<file path="config.mk">
export PLATFORM = sky130hd
export DESIGN_NAME = pll_reconf_seq
export DESIGN_NICKNAME = d
export VERILOG_FILES = /design/src/rtl/cbm2_pll_pkg.sv /design/src/rtl/sel_filter.sv /design/src/rtl/pll_reconf_seq.sv
export SDC_FILE = /design/constraint.sdc
export NUM_CORES = 1
export LEC_CHECK = 0
export BUFFER_PORTS_ARGS = -buffer_cell sky130_fd_sc_hd__buf_2
export CAP_MARGIN = 5
export CORE_MARGIN = 3
export CORE_UTILIZATION = 45
export DETAILED_ROUTE_END_ITERATION = 16
export PLACE_DENSITY = 0.75
export SYNTH_ARGS = -nofsm -noshare
export SYNTH_HDL_FRONTEND = slang
export SYNTH_HIERARCHICAL = 1
export SYNTH_SLANG_ARGS = --single-unit
</file>
<file path="constraint.sdc">
create_clock -name clk -period 1.7 [get_ports clk]
set_input_delay 0.17 -clock clk [delete_from_list [all_inputs] [get_ports clk]]
set_output_delay 0.17 -clock clk [all_outputs]
set_load 0.05 [all_outputs]
</file>
<file path="src/rtl/cbm2_pll_pkg.sv">
// rtl/cbm2_pll_pkg.sv - shared states, pll_cfg register map and fractional-K defaults
package cbm2_pll_pkg;

    typedef enum logic [2:0] {
        IDLE,
        WR_MODE,
        GAP1,
        WR_FRAC,
        GAP2,
        WR_START,
        WAIT_DONE
    } pll_state_e;

    localparam logic [5:0]  ADDR_MODE  = 6'd0;
    localparam logic [5:0]  ADDR_START = 6'd2;
    localparam logic [5:0]  ADDR_FRAC  = 6'd7;

    localparam logic [31:0] K_PAL_DEFAULT  = 32'd1503512573;
    localparam logic [31:0] K_NTSC_DEFAULT = 32'd3357876127;
    localparam logic [31:0] K_BUS_DEFAULT  = 32'd0;

    // sel is {model, ntsc}; Business ignores the video standard
    function automatic logic [31:0] select_k(
        input logic [1:0]  sel,
        input logic [31:0] k_pal,
        input logic [31:0] k_ntsc,
        input logic [31:0] k_bus
    );
        if (sel[1])
            return k_bus;
        else if (sel[0])
            return k_ntsc;
        else
            return k_pal;
    endfunction

endpackage

</file>
<file path="src/rtl/sel_filter.sv">
// rtl/sel_filter.sv - 2-flop synchroniser and stability filter for {model, ntsc}
module sel_filter #(
    parameter int STABLE_CYCLES = 4
) (
    input  logic       clk,
    input  logic       reset,
    input  logic       ntsc,
    input  logic       model,
    output logic [1:0] sel_acc,
    output logic       sel_valid
);

    localparam int CW = $clog2(STABLE_CYCLES + 1);

    logic [1:0]    r_sync1;
    logic [1:0]    r_sync2;
    logic [1:0]    r_prev;
    logic [1:0]    r_acc;
    logic          r_valid;
    logic [CW-1:0] r_cnt;
    logic [CW-1:0] w_cnt_next;

    // r_cnt counts consecutive samples equal to the previous one, saturating
    always_comb begin
        w_cnt_next = r_cnt;
        if (r_sync2 != r_prev)
            w_cnt_next = CW'(1);
        else if (r_cnt != CW'(STABLE_CYCLES))
            w_cnt_next = r_cnt + CW'(1);
    end

    always_ff @(posedge clk or posedge reset) begin
        if (reset) begin
            r_sync1 <= 2'b00;
            r_sync2 <= 2'b00;
            r_prev  <= 2'b00;
            r_acc   <= 2'b00;
            r_valid <= 1'b0;
            r_cnt   <= '0;
        end else begin
            r_sync1 <= {model, ntsc};
            r_sync2 <= r_sync1;
            r_prev  <= r_sync2;
            r_cnt   <= w_cnt_next;
            if (w_cnt_next == CW'(STABLE_CYCLES)) begin
                r_acc   <= r_sync2;
                r_valid <= 1'b1;
            end
        end
    end

    assign sel_acc   = r_acc;
    assign sel_valid = r_valid;

endmodule

</file>
<file path="src/rtl/pll_reconf_seq.sv">
// rtl/pll_reconf_seq.sv - reprograms the pll_cfg fractional-K word when the video/model selection changes
module pll_reconf_seq
    import cbm2_pll_pkg::*;
#(
    parameter logic [31:0] K_PAL         = K_PAL_DEFAULT,
    parameter logic [31:0] K_NTSC        = K_NTSC_DEFAULT,
    parameter logic [31:0] K_BUS         = K_BUS_DEFAULT,
    parameter int          STABLE_CYCLES = 4
) (
    input  logic        clk,
    input  logic        reset,
    input  logic        ntsc,
    input  logic        model,
    input  logic        cfg_waitrequest,
    output logic        cfg_write,
    output logic [5:0]  cfg_address,
    output logic [31:0] cfg_data,
    output logic        busy,
    output logic        done
);

    pll_state_e  r_state;
    pll_state_e  w_state_next;

    logic [1:0]  w_sel_acc;
    logic        w_sel_valid;
    logic [1:0]  r_applied_sel;
    logic [31:0] r_k;
    logic        r_rst_req;
    logic        w_req;
    logic        w_start;

    logic        r_write;
    logic [5:0]  r_addr;
    logic [31:0] r_data;
    logic        r_busy;
    logic        r_done;
    logic        w_write_next;
    logic [5:0]  w_addr_next;
    logic [31:0] w_data_next;

    sel_filter #(
        .STABLE_CYCLES (STABLE_CYCLES)
    ) u_filter (
        .clk       (clk),
        .reset     (reset),
        .ntsc      (ntsc),
        .model     (model),
        .sel_acc   (w_sel_acc),
        .sel_valid (w_sel_valid)
    );

    // Evaluated only in IDLE, so changes during a sequence collapse to the latest value
    assign w_req = w_sel_valid && (r_rst_req || (w_sel_acc != r_applied_sel));

    always_ff @(posedge clk or posedge reset) begin
        if (reset)
            r_state <= IDLE;
        else
            r_state <= w_state_next;
    end

    always_comb begin
        w_state_next = r_state;
        w_start      = 1'b0;
        w_write_next = 1'b0;
        w_addr_next  = 6'd0;
        w_data_next  = 32'd0;

        case (r_state)
            IDLE: begin
                if (w_req) begin
                    w_state_next = WR_MODE;
                    w_start      = 1'b1;
                end
            end
            WR_MODE:   if (!cfg_waitrequest) w_state_next = GAP1;
            GAP1:      w_state_next = WR_FRAC;
            WR_FRAC:   if (!cfg_waitrequest) w_state_next = GAP2;
            GAP2:      w_state_next = WR_START;
            WR_START:  if (!cfg_waitrequest) w_state_next = WAIT_DONE;
            WAIT_DONE: if (!cfg_waitrequest) w_state_next = IDLE;
            default:   w_state_next = IDLE;
        endcase

        // Bus outputs are registered from the state being entered
        case (w_state_next)
            WR_MODE: begin
                w_write_next = 1'b1;
                w_addr_next  = ADDR_MODE;
            end
            WR_FRAC: begin
                w_write_next = 1'b1;
                w_addr_next  = ADDR_FRAC;
                w_data_next  = r_k;
            end
            WR_START: begin
                w_write_next = 1'b1;
                w_addr_next  = ADDR_START;
            end
            default: ;
        endcase
    end

    always_ff @(posedge clk or posedge reset) begin
        if (reset) begin
            r_write       <= 1'b0;
            r_addr        <= 6'd0;
            r_data        <= 32'd0;
            r_busy        <= 1'b0;
            r_done        <= 1'b0;
            r_applied_sel <= 2'b00;
            r_k           <= 32'd0;
            r_rst_req     <= 1'b1;
        end else begin
            r_write <= w_write_next;
            r_addr  <= w_addr_next;
            r_data  <= w_data_next;
            r_busy  <= (w_state_next != IDLE);
            r_done  <= (r_state == WAIT_DONE) && (w_state_next == IDLE);
            if (w_start) begin
                r_applied_sel <= w_sel_acc;
                r_k           <= select_k(w_sel_acc, K_PAL, K_NTSC, K_BUS);
                r_rst_req     <= 1'b0;
            end
        end
    end

    assign cfg_write   = r_write;
    assign cfg_address = r_addr;
    assign cfg_data    = r_data;
    assign busy        = r_busy;
    assign done        = r_done;

endmodule

</file>
==> parameters.txt, run 1 <==
Parameter                              Value

Yosys
  Synth Register Bits    29
  Post-synth design cell area    1434 sq um
  Number of synthesized flops with an enable pin    0
  Share of flip-flops with an asynchronous set or reset after synthesis    1.000
  Portion of the post-synthesis area used by sequential elements    0.5070
  Total number of yosys warnings    6
  Number of distinct library cells after synthesis    33
  Dominant synthesized flop cell    dfrtp_1
  Top post-synthesis cells by count    buf_4 (33), dfrtp_1 (28), inv_1 (7), nand2_1 (5)
  Most numerous cell in the Yosys netlist    buf_4
  Post-synth top area share    0.4887
  Synth Instances    120
  Synthesized area divided by synthesized cell count    approximately 12 sq um
  Post-synthesis cell type with the largest combined area    dfrtp_1
  Area contributors post-synth    dfrtp_1 (49%), buf_4 (17%), mux2_4 (4.2%), xor2_4 (1.9%), dfstp_2 (1.8%)

Clock tree
  CTS Buf Count    5
  Clk slew on worst S/H paths    0.08 ns
  Maximum root-to-sink buffer count    2
  CTS tree    done
  Clock sink count    29
  Setup repair bufs after CTS    0
  Level count of the clock H-tree    2
  Library cell used as clock root buffer    clkbuf_4
  Clock Latency Late Sink    0.32 ns

Drt
  Count of vias placed by the detailed router    854
  Wire length on met1    775 um
  Highest metal layer used by the detailed router    met4
  Vias per Instance    ~4.6
  Final wirelength    2.126 mm
  Violation count after the first detailed-route iteration    7
  Met2 Wirelength    1.061 mm
  Number of design rule violations left after detail routing    0
  Detailed route wirelength on metal3    between 200 and 250 um
  Number of search-and-repair iterations in the first detailed-routing pass    4
  Detailed-route wire length per cell    approximately 11 um
  Antenna Nets Post-Route    0

Timing
  Final number of hold-violating endpoints    0
  Measured slew at the worst slew-check pin    0.6349 ns
  Final total negative setup slack    -0.06742 ns
  Share of the clock period used by the worst path after layout    1.022
  Count of final max-slew check failures    0
  RSZ-0062 raised after global routing    true
  Hold slack    0.05468 ns
  Achievable frequency    approximately 0.58 GHz
  Relative slew slack    0.5763
  # setup viols final    2
  Min cycle time layout    1.737 ns
  Worst Slack Setup Final    -0.03664 ns
  Final Skew    around 0.0036 ns

Min path
  Worst min-delay path class    in -> reg
  Origin of the worst min-delay path    cfg_waitrequest
  Hold path depth    2

Cells and area
  Proportion of layout cells with a drive suffix above 1    0.4069
  Nets    between 150 and 200
  Layout fillers    273
  Antenna cell count    0
  Area of all placed cells without fillers    1565 sq um
  Post-synthesis to final-layout area growth    9.162%
  Non-filler instance count after layout    187

Floorplanning
  Width of the chip    62.45 um
  Initial core utilization    0.4944
  Area inside the core boundary    about 2900 sq um
  Full die area    ~3900 sq um
  Site row count    19
  I/O pin total    46
  Floorplan die height    62.45 um

Placed design
  Number of buffers inserted by port buffering    36
  Routability congestion estimate from global placement    0.7161
  Number of instances in the placed design    approximately 180
  Post-Place Cell Area    1471 sq um
  HPWL after DPL    1.575 mm

Critical path
  Highest fanout seen on the critical path    3
  Kind of start point of the critical path    flop
  Required time worst endpoint    between 1.5 and 2 ns
  Sort of element at the end of the critical path    flop
  Startpoint of the most critical register-to-register path    u_filter/r_cnt[0]
  Timing startpoint of the critical path    u_filter/r_cnt[0]
  CP Data Arrival Time    1.95 ns
  Depth of the most critical reg-to-reg path    6
  Critical setup path kind    reg -> reg

Power and ir drop
  Static Leakage    between 0.8 and 0.9 nW
  Areal power density over the cells    1924 nW/um^2
  Peak supply drop    around 0.63 mV
  Total Power Consumption    0.003012 W

GRT
  First-pass GRT wire length    3.753 mm
  Grt ovf    0
  Pin count of the biggest net entering global routing    18
  GRT Overall Usage    0.1242
  Initial antenna violation count    0
  Vias in the first global route    889

Status
  Failing checks    negative setup slack
  Outcome    finished with violations

Run
  Number of max-cap violations    0
## registers in the layout, indices dropped and copies added (netlist names)
register	count
u_filter/r_sync1	2
u_filter/sel_valid	1
cfg_write	1
u_filter/r_prev	2
u_filter/r_sync2	2
busy	1
r_rst_req	1
r_k	3
done	1
u_filter/r_cnt	3
cfg_data	3
u_filter/sel_acc	2
cfg_address	2
r_state	3
r_applied_sel	2
## metal layers
layer	global-route usage	up-vias
met3	0.04856	6
met2	0.2317	53
met4	0.07438	0
li1	-	397
met1	0.1106	398
met5	0	-
## layout by cell type, fill, tap and decap left out, types with 2 or more instances in the layout
cell,instances
buf_2,36
dfrtp_1,28
conb_1,9
nand2_1,5
inv_1,5
clkbuf_4,5
and2_1,4
mux2_4,4
nor2b_1,3
a21oi_1,3
xnor2_1,3
nor2_1,3
dlygate4sd3_1,3
buf_4,3
mux2_1,2
o21ai_0,2
clkinv_2,2
inv_2,2
## area by class of cell
type                            instances  area (sq um)  share of cell area
Sequential cell                        29         726.9              0.4644
Multi-Input combinational cell         59         475.5              0.3038
Timing Repair Buffer                   42         232.7              0.1487
Tap cell                               42         52.55             0.03357
Clock buffer                            6         41.29             0.02638
Inverter                                7         26.28             0.01679
Clock inverter                          2         10.01            0.006395
## report_power, final
part / switching [W] / leakage (nW) / internal, W / total [W]
Combinational: 0.00112 / 0.462 / 0.000429 / 0.00155
Clock: 0.000222 / 0.0320 / 0.000157 / 0.000379
Sequential: 0.000211 / 0.359 / 0.000871 / 0.00108
Total: 0.00156 / 0.853 / 0.00146 / 0.00301
## worst paths after layout
check / endpoint / slack [ns]
worst max-delay path: u_filter/sel_acc[0] / -0.04
worst min-delay path: done / 0.05
worst max register to register: u_filter/sel_acc[0] / -0.04
worst min register to register: u_filter/r_sync2[1] / 0.36
max in group asynchronous: r_applied_sel[0] / 0.82
min in group asynchronous: u_filter/r_cnt[2] / 0.39
## kinds of logic (layout without fill, tap and decap cells)
| kind of cell | Yosys count | after routing | synth area share |
|---|---|---|---|
| adders and majority gates | 2 | 2 | 0.01745 |
| DFF | 29 | 29 | 0.5070 |
| xor gates and xnor gates | 5 | 5 | 0.04364 |
| muxes | 7 | 7 | 0.06457 |
| AOI/OAI and AO/OA | 12 | 12 | 0.06720 |
| other | 1 | 9 | 0.002615 |
| buffers and inverters | 40 | 57 | 0.1911 |
| and+or+nand+nor | 24 | 24 | 0.1065 |
## metrics by stage
step	utilization	worst slack (ns)
after CTS	0.5362	-0.03907
after global placement	0.5073	0.02038
after global routing	0.5397	-0.1193
after detailed placement	0.5073	-0.09557
after floorplan	-	0.01825
final	0.5397	-0.03664
## worst max-delay path, cell delays in order (launching register included)
cell and delay (ns):
dfrtp_1 0.40, buf_4 0.15, ha_1 0.21, nand3b_1 0.10, o21ai_1 0.10, or3_4 0.37
mux2_4 0.30
## repair_timing
item | CTS | global route
hold buffers | 3 | 0
endpoints found under the setup margin | 2 | 2
hold endpoints to repair | 30 | 0
resized for setup | 3 | 3
pin swaps | 0 | 3
Power figures use the tool's default switching activity.
==> run 2: changes to the inputs <==
ABC_AREA = 1   (was not set)
CORE_UTILIZATION = 46   (was 45)
==> run 2 against run 1 <==
Effect of this change: the flow now finishes without violations; global-route usage about the same; non-clock buffer count shrank 3; sequential cell count is the same; via count up 23%; total power decreased by 5.2%; critical path type unchanged; critical endpoint is now cfg_address[1]; largest cell class unchanged.
==> parameters.txt, run 2 <==
Parameter                              Value

Placed design
  Routability congestion estimate from global placement    0.8430 (+18%)
  Post-Place Cell Area    1543 sq um (+4.8%)
  Number of buffers inserted by port buffering    36 (unchanged)
  Worst Setup Slack post-DPL    0.3917 ns (+0.4873 ns)
  HPWL after DPL    1.684 mm (+6.9%)

Clock tree
  Clock Latency Late Sink    0.33 ns (about the same)
  Setup repair bufs after CTS    0 (unchanged)
  CTS Buf Count    5 (unchanged)
  Clock sink count    29 (unchanged)
  CTS tree    done
  Library cell used as clock root buffer    clkbuf_4
  Level count of the clock H-tree    2 (unchanged)
  Clk slew on worst S/H paths    0.09 ns (about the same)
  Maximum root-to-sink buffer count    2 (unchanged)

Cells and area
  Area of all placed cells without fillers    1628 sq um (+4.0%)
  Proportion of layout cells with a drive suffix above 1    0.3112 (-0.09567)
  Antenna cell count    0 (unchanged)
  Post-Route Utilization    0.5163 (-0.02342)
  Commonest non-fill, non-tap cell in the layout    buf_2
  Top library cells by usage in the layout, fill and taps aside    buf_2 (36), nand2_1 (35), dfrtp_1 (28)
  Post-synthesis to final-layout area growth    4.163%
  Nets    203 (+34%)

Status
  Outcome    complete, no violations

Critical path
  Critical setup path kind    reg -> reg
  CP Data Arrival Time    1.51 ns (-0.44 ns)
  Sort of element at the end of the critical path    flop
  Highest fanout seen on the critical path    10 (+7)
  Required time worst endpoint    1.90 ns (about the same)
  Kind of start point of the critical path    flop

Timing
  Measured slew at the worst slew-check pin    0.6337 ns (-0.001143 ns)
  Final total negative setup slack    0 ns (+0.06742 ns)
  Min cycle time layout    1.301 ns (-0.4356 ns)
  Final Skew    0.009672 ns (+0.006121 ns)
  Share of the clock period used by the worst path after layout    0.7653 (-0.2562)
  Worst Slack Setup Final    0.3989 ns (+0.4356 ns)
  Achievable frequency    0.7686 GHz (+33%)
  Count of final max-slew check failures    0 (unchanged)
  RSZ-0062 raised after global routing    false
  # setup viols final    0 (-2)
  Final number of hold-violating endpoints    0 (unchanged)
  Relative slew slack    0.5771 (+0.0007630)

Drt
  Wire length on met1    964 um (+24%)
  Count of vias placed by the detailed router    1049 (+23%)
  Antenna Nets Post-Route    0 (unchanged)
  Detailed route wirelength on metal3    200 um (-16%)
  Violation count after the first detailed-route iteration    20 (+13)
  Highest metal layer used by the detailed router    met4
  Met2 Wirelength    1.037 mm (-2.3%)
  Number of search-and-repair iterations in the first detailed-routing pass    4 (unchanged)
  Final wirelength    2.230 mm (+4.9%)
  Detailed-route wire length per cell    9.292 um (-18%)
  Vias per Instance    4.371 (-4.3%)
  Number of design rule violations left after detail routing    0 (unchanged)

Power and ir drop
  Total Power Consumption    0.002854 W (-5.2%)
  Areal power density over the cells    1753 nW/um^2 (-8.9%)
  Static Leakage    0.9471 nW (+11%)
  Peak supply drop    0.7955 mV (+26%)

Yosys
  Synth Instances    179 (+49%)
  Area contributors post-synth    dfrtp_1 (45%), buf_4 (17%), nand2_1 (8.4%), inv_1 (6.2%), nand3_1 (3.2%)
  Synthesized area divided by synthesized cell count    8.730 sq um (-27%)
  Post-synth top area share    0.4484 (-0.04030)
  Post-synth design cell area    1563 sq um (+9.0%)
  Portion of the post-synthesis area used by sequential elements    0.4652 (-0.04181)
  Parity-gate share of the synthesized area counting xor and xnor cells    0 (-0.04363)
  Top post-synthesis cells by count    buf_4 (35), nand2_1 (35), dfrtp_1 (28), inv_1 (26), nor2_1 (11)
  Number of distinct library cells after synthesis    21 (-36%)
  Number of synthesized flops with an enable pin    0 (unchanged)
  Share of flip-flops with an asynchronous set or reset after synthesis    1.000 (unchanged)
  Synthesized-area fraction occupied by adder cells    0.01601 (-0.001439)
  Basic-gate share of the synthesized area counting and, or, nand and nor cells    0.2186 (+0.1121)
  Total number of yosys warnings    6 (unchanged)
  Synthesized-area fraction occupied by ao, oa, aoi and oai cells    0.04804 (-0.01915)
  Dominant synthesized flop cell    dfrtp_1
  Mux share of post-synthesis cell area    0 (-0.06457)
  Post-synthesis cell type with the largest combined area    dfrtp_1
  Synth Register Bits    29 (unchanged)
  Main combinational cell family by area after synthesis    buffers and inverters

Floorplanning
  Width of the chip    64.29 um (+2.9%)
  Area inside the core boundary    3153 sq um (+8.7%)
  Initial core utilization    0.4956 (+0.001243)
  Full die area    4133 sq um (+6.0%)
  Floorplan die height    64.29 um (+2.9%)
  I/O pin total    46 (unchanged)
  Site row count    20 (+1)

GRT
  GRT Overall Usage    0.1239 (-0.0002991)
  Pin count of the biggest net entering global routing    18 (unchanged)
  Initial antenna violation count    0 (unchanged)
  First-pass GRT wire length    3.953 mm (+5.3%)
  Grt ovf    0 (unchanged)
  Vias in the first global route    937 (+5.4%)

Min path
  Worst min-delay path class    in -> reg

Run
  Number of max-cap violations    0 (unchanged)
-- run 2: changes by cell type after synthesis, sizes merged, moves of 2 or more --
cell	before	now
and2	4	0
buf	33	37
nand2	5	43
xor2	2	0
nand3	0	10
nor2b	3	0
nor2	3	13
nand4	0	4
xnor2	3	0
mux2	6	0
inv	7	28
o21ai	3	5
-- run 2: metrics by stage --
| step | hold WS, ns | std cells |
|---|---|---|
| finish | 0.1846 | 240 |
| detailed placement | 0.2064 | 230 |
| CTS | 0.1843 | 240 |
| global placement | 0.2027 | 230 |
| global route | 0.1895 | 240 |
| floorplan | 0.03470 | 187 |
-- run 2: cell families (layout without fill, tap and decap cells) --
| kind of cell | count (synthesis) | after routing |
|---|---|---|
| AND/OR/NAND/NOR | 72 | 72 |
| buffers and inverters | 65 | 74 |
| flip-flops | 29 | 29 |
| AO/OA/AOI/OAI | 10 | 10 |
| adder cells (fa/ha/maj) | 2 | 2 |
| other | 1 | 9 |
-- run 2: worst max-delay path, cell delays in order, from the launching register on --
cell      delay [ns]
dfrtp_1         0.55
inv_1           0.16
o211ai_1        0.38
nand2_1         0.09
-- run 2: worst paths after layout --
path	start	endpoint	slack, ns	depth (start not counted)
worst max-delay path	r_state[0]	cfg_address[1]	0.40	3
worst min-delay path	cfg_waitrequest	cfg_address[1]	0.18	3
worst max register to register	r_state[0]	cfg_address[1]	0.40	3
worst min register to register	u_filter/r_sync1[0]	u_filter/r_sync2[0]	0.36	0
max in group asynchronous	reset	busy	0.82	3
min in group asynchronous	reset	u_filter/sel_valid	0.38	3
-- run 2: power breakdown --
| part | leakage [nW] | internal, W | switching, W |
|---|---|---|---|
| registers | 0.365 | 0.000848 | 0.000171 |
| logic | 0.551 | 0.000314 | 0.00110 |
| clock network | 0.0314 | 0.000195 | 0.000223 |
| total | 0.947 | 0.00136 | 0.00150 |
-- run 2: layout make-up --
type,count,area (sq um)
fillers,302,1525
flip-flops and latches,29,726.9
multi-input cells,93,475.5
repair buffers,39,210.2
inverters,28,105.1
clock buffers,7,55.05
well taps,44,55.05
-- run 2: layer usage --
metal,track usage,up-vias
met1,0.1424,463
met4,0.05805,0
li1,-,540
met2,0.1985,43
met3,0.05272,3
met5,0,-
-- run 2: timing repair --
| item | CTS | global route |
|---|---|---|
| hold endpoints to repair | 30 | 0 |
| hold buffers | 3 | 0 |
| resized for setup | 0 | 0 |
